$ cat config.mk
export PLATFORM = sky130hd
export DESIGN_NAME = r4b
export DESIGN_NICKNAME = d
export VERILOG_FILES = /design/src/rtl/r4b.sv
export SDC_FILE = /design/constraint.sdc
export NUM_CORES = 1
export LEC_CHECK = 0
export CAP_MARGIN = 20
export CELL_PAD_IN_SITES_DETAIL_PLACEMENT = 1
export CELL_PAD_IN_SITES_GLOBAL_PLACEMENT = 1
export CORE_AREA = 3 3 40 42
export CTS_CLUSTER_SIZE = 10
export DETAILED_ROUTE_END_ITERATION = 12
export DIE_AREA = 0 0 43 45
export GPL_TIMING_DRIVEN = 0
export PLACE_DENSITY_LB_ADDON = 0.15
export SLEW_MARGIN = 0
export SYNTH_ARGS = -nofsm -noshare
export SYNTH_HDL_FRONTEND = slang
export SYNTH_SLANG_ARGS = --single-unit
$ cat constraint.sdc
create_clock -name C -period 2.2 [get_ports C]
set_input_delay 0.44 -clock C [delete_from_list [all_inputs] [get_ports C]]
set_output_delay 0.44 -clock C [all_outputs]
set_load 0.02 [all_outputs]
$ cat src/rtl/r4b.sv
// r4b: clock-enabled storage register with 2:1 input mux and synchronous clear.
// Latency: one cycle, from the sampling edge of C to Q; Q is driven only by flops.
// Backpressure: none; CE is a load enable, and Q holds while CE is low.
// Optional build macro R4B_CHANGE_FLAG_EN adds the registered change flag Chg.
module r4b #(
  parameter int WIDTH = 4
) (
  input  logic             S,
  input  logic             C,
  input  logic             CE,
  input  logic             Clr,
  input  logic [WIDTH-1:0] I0,
  input  logic [WIDTH-1:0] I1,
  output logic [WIDTH-1:0] Q
`ifdef R4B_CHANGE_FLAG_EN
  ,
  output logic             Chg
`endif
);

  // Word that a load would capture. It is combinational and sits ahead of the flops.
  logic [WIDTH-1:0] d_sel;

  // Input select. An unknown S is not masked, so it reaches Q on a load.
  always_comb begin
    d_sel = S ? I1 : I0;
  end

  // Storage register. Clear has priority over load, and load has priority over hold.
  always_ff @(posedge C) begin
    if (Clr) begin
      Q <= '0;
    end else if (CE) begin
      Q <= d_sel;
    end
  end

`ifdef R4B_CHANGE_FLAG_EN
  // Change flag. It is set only when a load writes a value different from the current Q.
  // A hold edge never changes Q, so the flag falls to 0 on that edge.
  always_ff @(posedge C) begin
    if (Clr) begin
      Chg <= 1'b0;
    end else begin
      Chg <= CE && (d_sel != Q);
    end
  end
`endif

endmodule

==> results.py, run 1 <==
metrics = {
    "timing": {
        "tns_ns": 0,
        "fin_crit_sh_pct": 72.3,
        "whs_ns": 0.486,
        "setup_slack_ns": 0.609,
        "final_hold_viol_count": 0,
        "setup_viol": 0,
        "slew_violations": 0,
        "max_slew_margin_pct": 78.6,
        "finClkSkew_ns": 0,
        "fin_crit_ns": 1.59,
        "fmax_ghz": 0.629,
        "rsz0062_at_grt": "false",
        "tightest_slew_ns": 0.321,
    },
    "synthesis": {
        "synthCells": 18,
        "ys_seq_elements": 4,
        "synth-seq-area-share_pct": 46.0,
        "synth.area.top_cells": "dfxtp_1 (46%), mux2i_1 (23%), a211oi_1 (17%)",
        "synth_top_area_share_pct": 46.0,
        "yosysTopAreaCell": "dfxtp_1",
        "ys_types": 6,
        "yosys_warnings": 0,
        "syn_avg_cell_area_um2": 9.66,
        "synth_area_um2": 174,
        "syn_nets": 30,
    },
    "worst_setup_path": {
        "cp_max_fo": 2,
        "crit_type": "reg2out",
        "cp-end-kind": "output port",
        "slowest_delay_ns": 0.60,
        "crit_family": "buffers and inverters",
        "critPathRequiredTime_ns": 1.76,
        "r2r_slack_ns": 1.53,
        "cp_num_buf_inv": 1,
        "slowest_stage": "clkdlybuf4s50_1",
        "start_kind": "register",
        "arrival_ns": 1.15,
        "crit_chain": "clkdlybuf4s50_1",
    },
    "floorplan": {
        "die_y_um": 45,
        "die_w_um": 43,
        "initial_utilization_pct": 13.5,
        "dieArea_um2": 1940,
        "core_area_um2": 1280,
        "rows": 13,
        "io_pins": 16,
    },
    "detailed_routing": {
        "wl_per_cell_um": 9.53,
        "vias": 197,
        "drc": 0,
        "via_per_inst": 4.02,
        "met3_wirelength_um": 54,
        "routed.top_layer": "met4",
        "first_pass_iters": 1,
        "drt_iter0_markers": 0,
        "drt-met1-wl_um": 194,
        "wl_um": 467,
        "ant_nets": 0,
        "dr_wl_met2_um": 198,
    },
    "clock_tree": {
        "cts-buffers-inserted": 3,
        "cts_tree": "yes",
        "cts_num_sinks": 4,
        "root_buffer": "clkbuf_4",
        "post-cts-setup-buffers": 0,
        "cts_resized": 0,
        "clkTransAtPathRegs_ns": 0.04,
        "cts_max_path_buffers": 2,
        "ctsHtreeMaxLevel": 1,
        "clk-insertion-delay-late_ns": 0.23,
        "cts_hold_buf": 0,
    },
    "pwr": {
        "ir_drop_v": 0.000157,
        "power_density_nw_per_um2": 635,
        "leakagePower_nw": 0.138,
        "power_mw": 0.219,
    },
    "final_layout": {
        "top_register": "Q",
        "reg_top3": "Q (4)",
        "fill_cells": 149,
        "antennaDiodeCount": 0,
        "layout-drive-gt1-share_pct": 11.8,
        "seqCellArea_um2": 80.1,
        "multiInputGateArea_um2": 85.1,
        "area_growth_pct": 98.6,
        "largest_reg_flops": 4,
        "fin_util_pct": 26.9,
        "nets": 48,
    },
    "status": {
        "outcome": "finished clean",
    },
    "place": {
        "place_congestion": 0.568,
        "io_buffers": 13,
        "place_ws_ns": 0.847,
    },
    "run": {
        "maxCapViolations": 0,
    },
    "global_routing": {
        "gr-total-overflow": 0,
        "grt_use_total_pct": 6.74,
        "grt_pass1_vias": 235,
        "grt_pass1_wl_um": 848,
        "grt_antenna_before_repair": 0,
        "grt_max_degree": 9,
    },
    "hold_path": {
        "min_path_type": "reg2reg",
    },
}
[report_power, final]
group	leakage, nW	switching [mW]	internal, mW
Combinational	0.0907	0.0193	0.0300
Clock	0.0138	0.0283	0.0609
Sequential	0.0333	0.00245	0.0784
[layer usage]
layer  up-vias  track usage (%)
li1         97                -
met3         2            0.398
met2        15             9.58
met1        83             6.51
met4         0             12.7
met5         -                0
[layout by cell type, fill, tap and decap left out]
| cell | instances |
|---|---|
| dfxtp_1 | 4 |
| clkbuf_2 | 1 |
| buf_1 | 1 |
| a211oi_1 | 4 |
| mux2i_1 | 4 |
| nor2_1 | 4 |
| clkbuf_4 | 3 |
| clkdlybuf4s50_1 | 13 |
[cells by family (layout without fill, tap and decap cells)]
group,count (synthesis),after routing,synth area share [%]
multiplexers,4,4,23.0
flip-flops,4,4,46.0
AND/OR/NAND/NOR,4,4,8.63
AO/OA/AOI/OAI,4,4,17.3
buffers and inverters,2,18,5.03
[metrics by stage]
step                instances  instance area (um^2)
global route               49                   345
global placement           46                   323
finish                     49                   345
detailed placement         46                   323
CTS                        49                   345
floorplan                  18                   174
[worst paths after layout]
path,start,to,cells past startpoint
worst max-delay path,Q[2],Q[2],1
worst min-delay path,Q[0],Q[0],2
worst max register to register,Q[1],Q[1],2
worst min register to register,Q[0],Q[0],2
[Yosys cell counts]
library cell,count
a211oi_1,4
dfxtp_1,4
clkbuf_2,1
mux2i_1,4
nor2_1,4
buf_1,1
[area by class of cell]
type	count	share of cell area [%]
buffer	2	2.54
multi-input combinational	12	24.6
clock buffer	3	6.52
timing repair buffer	13	37.7
sequential	4	23.2
tap	15	5.43
(Power assumes the default switching activity.)
==> run 2: changes to the inputs <==
clock period = 1.5 ns   (was 2.2 ns; I/O delays follow)
==> run 2 against run 1 <==
- total power grew 46%
- sequential cell count is the same
- largest cell class unchanged
- cell count is the same
==> results.py, run 2 (same netlist as run 1, synthesis figures left out) <==
metrics = {
    "worst_setup_path": {
        "cp-end-kind": "output port",
        "slowest_stage": "clkdlybuf4s50_1",
        "slowest_delay_ns": 0.60,
        "cp_num_buf_inv": 1,
        "crit_family": "buffers and inverters",
        "arrival_ns": 1.15,
        "crit_type": "reg2out",
        "critPathRequiredTime_ns": 1.20,
        "cp_max_fo": 2,
        "start_kind": "register",
        "crit_chain": "clkdlybuf4s50_1",
    },
    "status": {
        "outcome": "finished clean",
    },
    "timing": {
        "tightest_slew_ns": 0.325,
        "fin_crit_sh_pct": 96.8,
        "final_hold_viol_count": 0,
        "max_slew_margin_pct": 78.3,
        "fin_crit_ns": 1.45,
        "setup_slack_ns": 0.0475,
        "fmax_ghz": 0.688,
        "rsz0062_at_grt": "false",
        "finClkSkew_ns": 0,
        "tns_ns": 0,
        "setup_viol": 0,
        "slew_violations": 0,
    },
    "detailed_routing": {
        "drc": 0,
        "vias": 194,
        "wl_per_cell_um": 9.63,
        "wl_um": 472,
        "ant_nets": 0,
        "drt_iter0_markers": 0,
        "first_pass_iters": 1,
        "via_per_inst": 3.96,
    },
    "hold_path": {
        "min_path_type": "in2reg",
    },
    "final_layout": {
        "reg_top3": "Q (4)",
        "fill_cells": 149,
        "layout-drive-gt1-share_pct": 11.8,
        "area_growth_pct": 101,
        "most-common-layout-cells": "clkdlybuf4s50_1 (11), dfxtp_1 (4), mux2i_1 (4), nor2_1 (4), a211oi_1 (4)",
        "nets": 48,
        "multiInputGateArea_um2": 85.1,
        "top_register": "Q",
        "stdcell_count": 49,
        "fin_util_pct": 27.3,
        "final_common_cell": "clkdlybuf4s50_1",
        "largest_reg_flops": 4,
        "antennaDiodeCount": 0,
        "seqCellArea_um2": 80.1,
    },
    "global_routing": {
        "grt_antenna_before_repair": 0,
        "grt_pass1_vias": 235,
        "grt_use_total_pct": 6.74,
        "grt.busiest_layer": "met4",
        "grtUsageMet1_pct": 6.51,
        "use_met3_pct": 0.398,
        "gr-usage-met2_pct": 9.58,
        "grt_pass1_wl_um": 848,
        "grt_max_degree": 9,
        "gr-total-overflow": 0,
    },
    "pwr": {
        "combPwrFrac_pct": 22.4,
        "power.switching_mw": 0.0731,
        "ir_drop_v": 0.000252,
        "power_density_nw_per_um2": 916,
        "seq_power_share_pct": 36.9,
        "power_mw": 0.321,
        "intPower_mw": 0.248,
        "leakagePower_nw": 0.167,
        "netSwitchingFraction_pct": 22.8,
        "clkPwrFrac_pct": 40.7,
    },
    "place": {
        "io_buffers": 13,
        "place_ws_ns": 0.287,
        "place_congestion": 0.568,
        "numPlacedInstances": 46,
    },
    "floorplan": {
        "die_y_um": 45,
        "initial_utilization_pct": 13.5,
        "dieArea_um2": 1940,
        "rows": 13,
        "die_w_um": 43,
        "core_area_um2": 1280,
        "io_pins": 16,
    },
    "clock_tree": {
        "cts_tree": "yes",
        "cts_num_sinks": 4,
        "ctsHtreeMaxLevel": 1,
        "clk-insertion-delay-late_ns": 0.23,
        "cts_hold_buf": 0,
        "cts_max_path_buffers": 2,
        "cts-buffers-inserted": 3,
        "root_buffer": "clkbuf_4",
        "clkTransAtPathRegs_ns": 0.04,
    },
    "run": {
        "maxCapViolations": 0,
    },
}
[run 2: final timing paths]
kind	start	end	slack, ns	cells past startpoint
hold reg to reg	Q[0]	Q[0]	0.48	2
setup / recovery	Q[2]	Q[2]	0.05	1
hold / removal	CE	Q[3]	0.47	3
setup reg to reg	Q[2]	Q[2]	0.84	2
[run 2: per-layer routing]
metal  up-vias  wire length [um]
li1         96                 -
met1        81               204
met2        15               197
met3         2                50
met4         0                19
met5         -                 0
[run 2: through the flow]
step,area [um^2],hold WS [ns]
final,350,0.470
after global routing,350,0.515
after CTS,345,0.471
after detailed placement,323,0.484
after global placement,323,0.475
after floorplan,174,0.373
[run 2: layout make-up]
class	instances	share of cell area, %
Timing Repair Buffer	13	38.6
Multi-Input combinational cell	12	24.3
Sequential cell	4	22.9
Clock buffer	3	6.43
Tap cell	15	5.36
Buffer	2	2.50
[run 2: timing repair]
item                                    4_1_cts  5_1_grt
setup buffers                                 0        0
resized for setup                             0        2
endpoints found under the setup margin        0        2
[run 2: power by group through the flow]
stage               Sequential (mW)  Clock [mW]  Combinational [mW]
floorplan                     0.130           0              0.0198
global placement              0.120           0              0.0719
detailed placement            0.120           0              0.0732
CTS                           0.119       0.139              0.0739
global route                  0.120       0.147              0.0779
finish                        0.118       0.131              0.0717
==> run 3: changes to the inputs <==
ABC_CLOCK_PERIOD_IN_PS = 1500   (was unset)
==> results of run 3 <==
Same layout as run 2: the final DEF is identical, and so are final timing and power.
